===== src/rtl/adc_spi_pkg.sv =====
// adc_spi_pkg: shared widths and FSM state codes for the ADC SPI arbiter
package adc_spi_pkg;
  localparam int SPI_WW = 24;
  localparam int SPI_RW = 8;
  typedef enum logic [2:0] {
    S_IDLE    = 3'd0,
    S_REQ     = 3'd1,
    S_HOLD    = 3'd2,
    S_RELEASE = 3'd3
  } state_t;
endpackage


===== src/rtl/adc_spi_rr_pick.sv =====
// adc_spi_rr_pick: combinational round-robin pick of the first active request at or after ptr
// Ports: req_i request vector, ptr_i scan start index, valid_o any request, idx_o chosen index
module adc_spi_rr_pick
  import adc_spi_pkg::*;
#(
  parameter int N_REQ = 3
) (
  input  logic [N_REQ-1:0] req_i,
  input  logic [2:0]       ptr_i,
  output logic             valid_o,
  output logic [2:0]       idx_o
);
  logic [N_REQ-1:0] rot;
  int s;
  always_comb begin
    rot = N_REQ'({req_i, req_i} >> ptr_i);
    valid_o = 1'b0;
    idx_o = '0;
    s = 0;
    // Descending scan so the smallest offset from ptr_i is the last writer and wins.
    for (int k = N_REQ - 1; k >= 0; k--) begin
      if (rot[k]) begin
        s = int'(ptr_i) + k;
        valid_o = 1'b1;
        idx_o = 3'(s >= N_REQ ? s - N_REQ : s);
      end
    end
  end
endmodule


===== src/rtl/adc_spi_arb.sv =====
// adc_spi_arb: round-robin arbiter sharing one ADC SPI master among N_REQ requesters
// Ports: clk/rst (async active-high); req/req_wr_data/ack/rd_data requester side;
//        spi_req/spi_wr_data/spi_ack/spi_rd_data master side; grant/busy/state/err_timeout status.
// Optional feature: define ADC_SPI_ARB_TIMEOUT_EN to abort S_REQ after TIMEOUT cycles.
module adc_spi_arb
  import adc_spi_pkg::*;
#(
  parameter int N_REQ   = 3,
  parameter int TIMEOUT = 100000
) (
  input  logic                    clk,
  input  logic                    rst,
  input  logic [N_REQ-1:0]        req,
  input  logic [SPI_WW*N_REQ-1:0] req_wr_data,
  output logic [N_REQ-1:0]        ack,
  output logic [SPI_RW-1:0]       rd_data,
  output logic                    spi_req,
  output logic [SPI_WW-1:0]       spi_wr_data,
  input  logic                    spi_ack,
  input  logic [SPI_RW-1:0]       spi_rd_data,
  output logic [2:0]              grant,
  output logic                    busy,
  output logic [2:0]              state,
  output logic                    err_timeout
);
  localparam logic [N_REQ-1:0] lsb = N_REQ'(1);
  localparam int unused_timeout = TIMEOUT;
  state_t             state_q;
  logic [2:0]         grant_q, rr_q, rr_d, pick_idx;
  logic [N_REQ-1:0]   ack_q, gsel;
  logic [SPI_RW-1:0]  rd_q;
  logic [SPI_WW-1:0]  wr_q, pick_word;
  logic               spi_req_q, first_q, pick_valid, req_g;
`ifdef ADC_SPI_ARB_TIMEOUT_EN
  localparam int CW = $clog2(TIMEOUT + 1);
  logic [CW-1:0]      cnt_q;
  logic               err_q;
  assign err_timeout = err_q;
`else
  assign err_timeout = 1'b0;
`endif
  adc_spi_rr_pick #(.N_REQ(N_REQ)) u_pick (
    .req_i   (req),
    .ptr_i   (rr_q),
    .valid_o (pick_valid),
    .idx_o   (pick_idx)
  );
  always_comb begin
    pick_word = '0;
    for (int i = 0; i < N_REQ; i++)
      if (pick_idx == 3'(i)) pick_word = req_wr_data[SPI_WW*i +: SPI_WW];
  end
  assign gsel  = lsb << grant_q;
  assign req_g = |(req & gsel);
  assign rr_d  = (grant_q == 3'(N_REQ - 1)) ? 3'd0 : grant_q + 3'd1;
  always_ff @(posedge clk or posedge rst) begin
    if (rst) begin
      state_q   <= S_IDLE;
      grant_q   <= '0;
      rr_q      <= '0;
      ack_q     <= '0;
      rd_q      <= '0;
      wr_q      <= '0;
      spi_req_q <= 1'b0;
      first_q   <= 1'b0;
`ifdef ADC_SPI_ARB_TIMEOUT_EN
      cnt_q     <= '0;
      err_q     <= 1'b0;
`endif
    end else begin
`ifdef ADC_SPI_ARB_TIMEOUT_EN
      err_q <= 1'b0;
`endif
      case (state_q)
        S_IDLE: if (pick_valid) begin
          grant_q   <= pick_idx;
          wr_q      <= pick_word;
          spi_req_q <= 1'b1;
          first_q   <= 1'b1;
`ifdef ADC_SPI_ARB_TIMEOUT_EN
          cnt_q     <= '0;
`endif
          state_q   <= S_REQ;
        end
        S_REQ: begin
          // first_q masks an spi_ack left over from the previous transaction.
          first_q <= 1'b0;
`ifdef ADC_SPI_ARB_TIMEOUT_EN
          cnt_q   <= cnt_q + 1'b1;
`endif
          if (spi_ack && !first_q) begin
            spi_req_q <= 1'b0;
            rd_q      <= spi_rd_data;
            ack_q     <= gsel;
            state_q   <= S_HOLD;
          end
`ifdef ADC_SPI_ARB_TIMEOUT_EN
          else if (cnt_q == CW'(TIMEOUT - 1)) begin
            spi_req_q <= 1'b0;
            rd_q      <= '0;
            err_q     <= 1'b1;
            ack_q     <= gsel;
            state_q   <= S_HOLD;
          end
`endif
        end
        S_HOLD: if (!req_g) begin
          ack_q   <= '0;
          state_q <= S_RELEASE;
        end
        S_RELEASE: if (!spi_ack) begin
          rr_q    <= rr_d;
          state_q <= S_IDLE;
        end
        default: begin
          spi_req_q <= 1'b0;
          ack_q     <= '0;
          state_q   <= S_IDLE;
        end
      endcase
    end
  end
  assign ack         = ack_q;
  assign rd_data     = rd_q;
  assign spi_req     = spi_req_q;
  assign spi_wr_data = wr_q;
  assign grant       = grant_q;
  assign busy        = state_q != S_IDLE;
  assign state       = state_q;
endmodule


===== config.mk =====
export PLATFORM = sky130hd
export DESIGN_NAME = adc_spi_arb
export DESIGN_NICKNAME = d
export VERILOG_FILES = /design/src/rtl/adc_spi_pkg.sv /design/src/rtl/adc_spi_rr_pick.sv /design/src/rtl/adc_spi_arb.sv
export SDC_FILE = /design/constraint.sdc
export NUM_CORES = 1
export LEC_CHECK = 0
export ABC_CLOCK_PERIOD_IN_PS = 3620
export CAP_MARGIN = 0
export CORE_MARGIN = 4
export CORE_UTILIZATION = 44
export DETAILED_ROUTE_END_ITERATION = 16
export PLACE_DENSITY = 0.79
export SLEW_MARGIN = 20
export SYNTH_ARGS = -nofsm -noshare
export SYNTH_HDL_FRONTEND = slang
export SYNTH_SLANG_ARGS = --single-unit

===== constraint.sdc =====
create_clock -name clk -period 3.62 [get_ports clk]
set_input_delay 0.724 -clock clk [delete_from_list [all_inputs] [get_ports clk]]
set_output_delay 0.724 -clock clk [all_outputs]
set_load 0.01 [all_outputs]

======== Word level (Yosys, flattened, before mapping) ========
Cells that the tools add are included.
cells by class
  multiply operators ...................... 0
  shift operators ......................... 2
  $add $sub $neg .......................... 6
  eq/ne operators ......................... 10
  magnitude comparators ................... 3
  reductions and logical operators ........ 16
  muxes and demuxes ....................... 25
  bitwise operators ....................... 4
  div/mod/pow operators ................... 0
operator list
  operator                                              number
  2-to-1 mux 24 bit                                     3
  2-to-1 mux 3 bit                                      13
  equality test 3 x 2 -> 1 bit (second input constant)  4
  one-hot mux 3 bit (4 select lines)                    1
  one-hot mux 3 bit (3 select lines)                    1
  >= comparator 4 x 2 -> 1 bit (second input constant)  2
  != test 2 bit (second input constant)                 4
  AND reduction 2 bit                                   4
  equality test 3 x 1 -> 1 bit (second input constant)  2
  zero test 3 bit                                       2
  AND reduction 3 bit                                   2
  >> shifter 6 x 3 -> 3 bit                             1
  subtractor 3 bit (second input constant)              2
  2-to-1 mux 1 bit                                      5
  adder 3 x 1 -> 4 bit (second input constant)          1
  adder 3 x 2 -> 4 bit (second input constant)          1
  AND reduction 4 bit                                   1
  OR reduction 2 bit                                    2
  adder 3 x 1 -> 3 bit (second input constant)          1
  bitwise AND 3 bit                                     1
  >= comparator 3 x 2 -> 1 bit (second input constant)  1
  inverter 1 bit                                        3
  one-hot mux 1 bit (3 select lines)                    1
  nonzero test 3 bit                                    1
  7 further kinds                                       7
storage, ports and cells
  flip-flop bits (word level) ............. 46
  memory bits (read-only) ................. 0
  bits in latches ......................... 0
  input port bits ......................... 86
  memory bits (writable) .................. 0
  memories kept ........................... 0

======== Longest topological paths before layout ========
  depth after elaboration ................. 10
  mapped depth ............................ 12
  mapped depth without buffers ............ 8

======== By module ========
Synthesis repeated with hierarchy kept, for this count alone.
unflattened totals
  cell total of the unflattened synthesis .. 280
  area, all modules ....................... 2839.0 um^2
modules (own cells, without submodules)
  module           times used  cells an instance  area an instance (um^2)
  adc_spi_arb      1           219                2388.5
  adc_spi_rr_pick  1           61                 450.4

======== Least setup slack after synthesis ========
Ideal clock, no wire load.
  kind .................................... register to register
  start point ............................. register rr_q[0]
  end point ............................... register wr_q[3], in the netlist spi_wr_data[3]
  library setup time ...................... 0.110 ns
  slack ................................... 0.922 ns
  period minus slack after synthesis ...... 2.698 ns
  required time ........................... 3.510 ns
  data arrival time ....................... 2.588 ns
  cell stages (with the launch flop) ...... 12
  cell sequence ........................... dfrtp_1 > buf_4 > buf_2 > inv_2 > ha_1 > a21boi_0 > nor2_1 > a21o_1 > o311ai_1 > buf_2 > a221oi_1 > o41ai_1
on the way
  longest elaborated chain between the ends .. 10
  elaborated cells between the ends (all ways) .. 25
  those cells by class .................... add/sub (5); order compare (3); eq/ne (2); shift (1); mux (12); reduce/logical (2)
ends and longest elaborated chain
  element                                                                  RTL line               RTL
  start: declaration                                                       adc_spi_arb.sv:29      logic [2:0] grant_q, rr_q, rr_d, pick_idx;
  start signal: assignment                                                 adc_spi_arb.sv:112     rr_q <= rr_d;
  adder 3 x 2 -> 4 bit                                                     adc_spi_rr_pick.sv:23  s = int'(ptr_i) + k;
  >= comparator 4 x 2 -> 1 bit / subtractor 3 bit (equally long branches)  adc_spi_rr_pick.sv:25  idx_o = 3'(s >= N_REQ ? s - N_REQ : s);
  2-to-1 mux 3 bit                                                         adc_spi_rr_pick.sv:25
  2-to-1 mux 3 bit (3 in series)                                           adc_spi_rr_pick.sv:22  if (rot[k]) begin
  zero test 3 bit                                                          adc_spi_arb.sv:51      if (pick_idx == 3'(i)) pick_word = req_wr_data[SPI_WW*i +: SPI_WW];
  2-to-1 mux 24 bit (3 in series)                                          adc_spi_arb.sv:51
  end signal: assignment                                                   adc_spi_arb.sv:77      wr_q <= pick_word;
  end: declaration                                                         adc_spi_arb.sv:32      logic [SPI_WW-1:0] wr_q, pick_word;
Several ways; a longest one is shown, not always the timed one.
A chain may end at the register's enable or synchronous reset.

======== Final worst setup path ========
  start point ............................. input req[1]
  end point ............................... register wr_q[21], in the netlist spi_wr_data[21]
on the way
  longest elaborated chain between the ends .. 8
  elaborated cells between the ends (all ways) .. 14
  those cells by class .................... eq/ne (2); shift (1); mux (9); reduce/logical (2)
ends and longest elaborated chain
  element                          RTL line               RTL
  start: declaration               adc_spi_arb.sv:13      input logic [N_REQ-1:0] req,
  >> shifter 6 x 3 -> 3 bit *      adc_spi_rr_pick.sv:16  rot = N_REQ'({req_i, req_i} >> ptr_i);
  2-to-1 mux 3 bit (3 in series)   adc_spi_rr_pick.sv:22
  zero test 3 bit                  adc_spi_arb.sv:51
  2-to-1 mux 24 bit (3 in series)  adc_spi_arb.sv:51
Every way passes the cells marked *; elsewhere a longest branch is shown, timed or not.

==> impl_metrics.csv <==
group,metric,value,unit
worst_setup_path,critPathArrivalTime,3.29,ns
layout,layout-drive-gt1-share,16.9,%
die,core,7250,µm²
drt,wirelength,10100,µm
clock_tree,worst_skew_pair.late_latency,0.32,ns
clock_tree,clockBufferDepth,2,
placement,io_buffers,127,
global_routing,grt_pass1_wl,16100,µm
drt,vias_per_cell,5.75,
clock_tree,cts_hold_buf,0,
global_routing,grt-ovfl-total,0,
worst_setup_path,rrSetupSlack,0.73,ns
power_and_ir_drop,seqPwrFrac,16.3,%
clock_tree,clkTransAtPathRegs,0.09,ns
layout,mostFrequentLayoutCells,"clkdlybuf4s50_1, dfrtp_1, nand2_1, a21oi_1",
layout,layout.cells.most_common,"clkdlybuf4s50_1",
power_and_ir_drop,power_density,1130,nW/µm²
drt,drt_iter0_markers,167,
hold_path,hold_class,"reg -> reg",
drt,vias,3190,
die,io_pins,130,
hold_path,hold_depth,2,
die,dieHeight,94.4,µm
drt,routedWlPerCell,18.1,µm
sta,final-setup-viol-count,0,
worst_setup_path,crit_buf_inv,3,
die,dieArea,8920,µm²
clock_tree,post_cts_buffers,0,
layout,syn_to_final_growth,47.2,%
layout,register_area,1130,µm²
synthesis,netlist_area,3290,µm²
power_and_ir_drop,p_int,0.00277,W
clock_tree,cts-root-buf,"clkbuf_8",
drt,dr.pass1.iters,4,
synthesis,yosysSeqAreaShare,34.3,%
worst_setup_path,reg2reg_to,"spi_wr_data[10]$_DFFE_PP0P_",
outcome,outcome,"complete, no violations",
worst_setup_path,required,3.81,ns
power_and_ir_drop,power_frac_comb,77.5,%
global_routing,antenna_found_initial,0,
clock_tree,cts_resized,0,
sta,relSlewSlack,45.5,%
synthesis,synth_area_per_cell,9.81,µm²
worst_setup_path,path_cells,"clkdlybuf4s50_1 -> buf_4 -> mux2i_1 -> nand2_1 -> a211oi_4 -> nor3b_1 -> a211o_1 -> buf_12 -> o41ai_1",
hold_path,hold_path_end,"spi_wr_data[17]$_DFFE_PP0P_",
clock_tree,cts_num_sinks,45,
sta,setup-tns-final,0,ns
die,fp-row-count,31,
sta,finalCritPeriodShare,85.6,%
worst_setup_path,crit_type,"in -> reg",
sta,clock_skew,0.00780,ns
layout,layout.nets,555,
power_and_ir_drop,leakage,1.92,nW
layout,fillers,587,
worst_setup_path,r2r-start,"rr_q[0]$_DFFE_PP0P_",
clock_tree,cts_made_buffers,5,
synthesis,synth-seq-cells,45,
synthesis,synth.yosys.warnings,0,
sta,hold_viol,0,
placement,dpl.hpwl,7460,µm
layout,diodes,0,
worst_setup_path,cp_max_fo,19,
power_and_ir_drop,peakVddDrop,0.656,mV
synthesis,syn_inst,335,
power_and_ir_drop,p_switching,0.00270,W
worst_setup_path,cp-start-kind,"input port",
worst_setup_path,cpMaxStageDelayCell,"a211oi_4",
global_routing,first_global_vias,3263,
sta,maxSlewViolCount,0,
sta,fmax,323,MHz
sta,rsz0062_at_grt,"no",
drt,postRouteAntennaNets,0,
die,die_w,94.4,µm
placement,gp_congestion,0.889,
sta,worst_pin_slew,0.817,ns
clock_tree,cts_tree,"done",
layout,multi_input_area,1960,µm²
synthesis,ys_types,53,
clock_tree,htree_levels,2,
power_and_ir_drop,pwr-share-clk,6.2,%
die,start_util,45.3,%
sta,hold_slack,0.486,ns
power_and_ir_drop,swShare,49.4,%
worst_setup_path,crit_path_end_kind,"register",
global_routing,grt_max_degree,49,
worst_setup_path,ff2ff_path_depth,10,
worst_setup_path,path_delay_family,"compound AO/OA/AOI/OAI gates",
job,maxCapViolations,0,
drt,drc,0,
sta,fin_crit,3.10,ns
global_routing,track_usage,22.5,%
hold_path,hp-start,"spi_wr_data[17]$_DFFE_PP0P_",
worst_setup_path,slowest_delay,0.52,ns
==> worst reg2reg max path, cell delays in order (launching register included) <==
cell and delay [ns]:
dfrtp_1 0.39, ha_1 0.23, ha_1 0.32, a21boi_0 0.27
nor2_1 0.11, a21o_1 0.20, o311ai_4 0.46, buf_6 0.27
buf_4 0.16, a221oi_2 0.05, o41ai_1 0.33
==> synthesized netlist by cell type, drive strengths merged <==
| cell | count | area [µm²] |
|---|---|---|
| a211o | 1 | 8.76 |
| a211oi | 2 | 27.5 |
| a21boi | 4 | 30.0 |
| a21o | 2 | 15.0 |
| a21oi | 31 | 159 |
| a221oi | 24 | 329 |
| a311o | 1 | 10.0 |
| a311oi | 24 | 210 |
| a31oi | 1 | 6.26 |
| and2 | 1 | 6.26 |
| and3 | 2 | 12.5 |
| buf | 23 | 140 |
| clkbuf | 16 | 60.1 |
| conb | 1 | 3.75 |
| dfrtp | 45 | 1130 |
| ha | 14 | 175 |
| inv | 10 | 37.5 |
| mux2 | 14 | 161 |
| mux2i | 5 | 50.1 |
| nand2 | 36 | 135 |
| nand2b | 4 | 32.5 |
| nand3 | 1 | 5.00 |
| nand3b | 2 | 15.0 |
| nor2 | 7 | 26.3 |
| nor2b | 2 | 12.5 |
| nor3 | 4 | 20.0 |
| nor3b | 3 | 22.5 |
| nor4 | 1 | 6.26 |
| nor4bb | 3 | 30.0 |
| o211a | 1 | 10.0 |
| o211ai | 2 | 15.0 |
| o21ai | 6 | 30.0 |
| o21bai | 1 | 7.51 |
| o221a | 1 | 11.3 |
| o22ai | 1 | 6.26 |
| o311a | 1 | 10.0 |
| o311ai | 1 | 8.76 |
| o31ai | 3 | 22.5 |
| o41ai | 24 | 210 |
| or2 | 3 | 18.8 |
| or3b | 1 | 8.76 |
| or4b | 1 | 10.0 |
| xnor2 | 4 | 35.0 |
| xor2 | 1 | 8.76 |
==> stage by stage <==
stage	utilization (%)	power, W	setup WS, ns	std cells	instance area [µm²]
floorplan	-	0.00373	0.922	336	3290
global placement	65.2	0.00500	0.271	546	4730
detailed placement	65.2	0.00509	0.141	546	4730
global route	66.7	0.00587	0.283	555	4840
finish	66.7	0.00548	0.522	555	4840
CTS	66.5	0.00545	0.364	554	4830
==> worst max-delay path by stage <==
stage	startpoint	end	slack [ns]	cells after the start
floorplan	rr_q[0]$_DFFE_PP0P_	spi_wr_data[3]$_DFFE_PP0P_	0.92	11
global placement	req[1]	spi_wr_data[19]$_DFFE_PP0P_	0.27	7
detailed placement	req[1]	spi_wr_data[10]$_DFFE_PP0P_	0.14	7
CTS	rr_q[0]$_DFFE_PP0P_	spi_wr_data[10]$_DFFE_PP0P_	0.36	9
global route	req[1]	spi_wr_data[21]$_DFFE_PP0P_	0.28	9
finish	req[1]	spi_wr_data[21]$_DFFE_PP0P_	0.52	9
==> routing by layer <==
layer | part of all wire (%) | routed length, µm | track usage, % | vias up
li1 | - | - | - | 1544
met1 | 43 | 4320 | 29.8 | 1519
met2 | 49 | 4950 | 37.1 | 111
met3 | 5.8 | 579 | 4.22 | 16
met4 | 2.2 | 222 | 7.46 | 0
met5 | 0 | 0 | 0 | -
==> cell type report <==
| cell class | instances | area share (%) |
|---|---|---|
| clock inverter | 3 | 0.517 |
| multi-input combinational | 242 | 40.6 |
| timing repair buffer | 151 | 30.9 |
| inverter | 10 | 0.802 |
| tap | 99 | 2.56 |
| sequential | 45 | 23.3 |
| clock buffer | 5 | 1.42 |
==> power groups by stage <==
stage               clock network [W]  logic (W)  registers (W)
floorplan                           0    0.00277       0.000964
global placement                    0    0.00411       0.000893
detailed placement                  0    0.00419       0.000901
CTS                          0.000346    0.00421       0.000895
global route                 0.000361    0.00459       0.000924
finish                       0.000337    0.00425       0.000894
==> state kept, by name (all words and copies together) (netlist names) <==
name         count
ack              3
rd_data          8
spi_req          1
spi_wr_data     24
rr_q             3
first_q          1
state            2
grant            3
==> kinds of logic (layout without fill, tap and decap cells) <==
| group | Yosys count | count (layout) | synth area share (%) |
|---|---|---|---|
| simple gates | 71 | 71 | 11.0 |
| fa+ha+maj | 14 | 14 | 5.33 |
| other cells | 1 | 2 | 0.114 |
| xor+xnor | 5 | 5 | 1.33 |
| buf+inv | 49 | 169 | 7.23 |
| compound gates | 131 | 131 | 34.3 |
| mux | 19 | 19 | 6.43 |
| flops | 45 | 45 | 34.3 |
No activity file was read; power rests on OpenSTA's default activity.
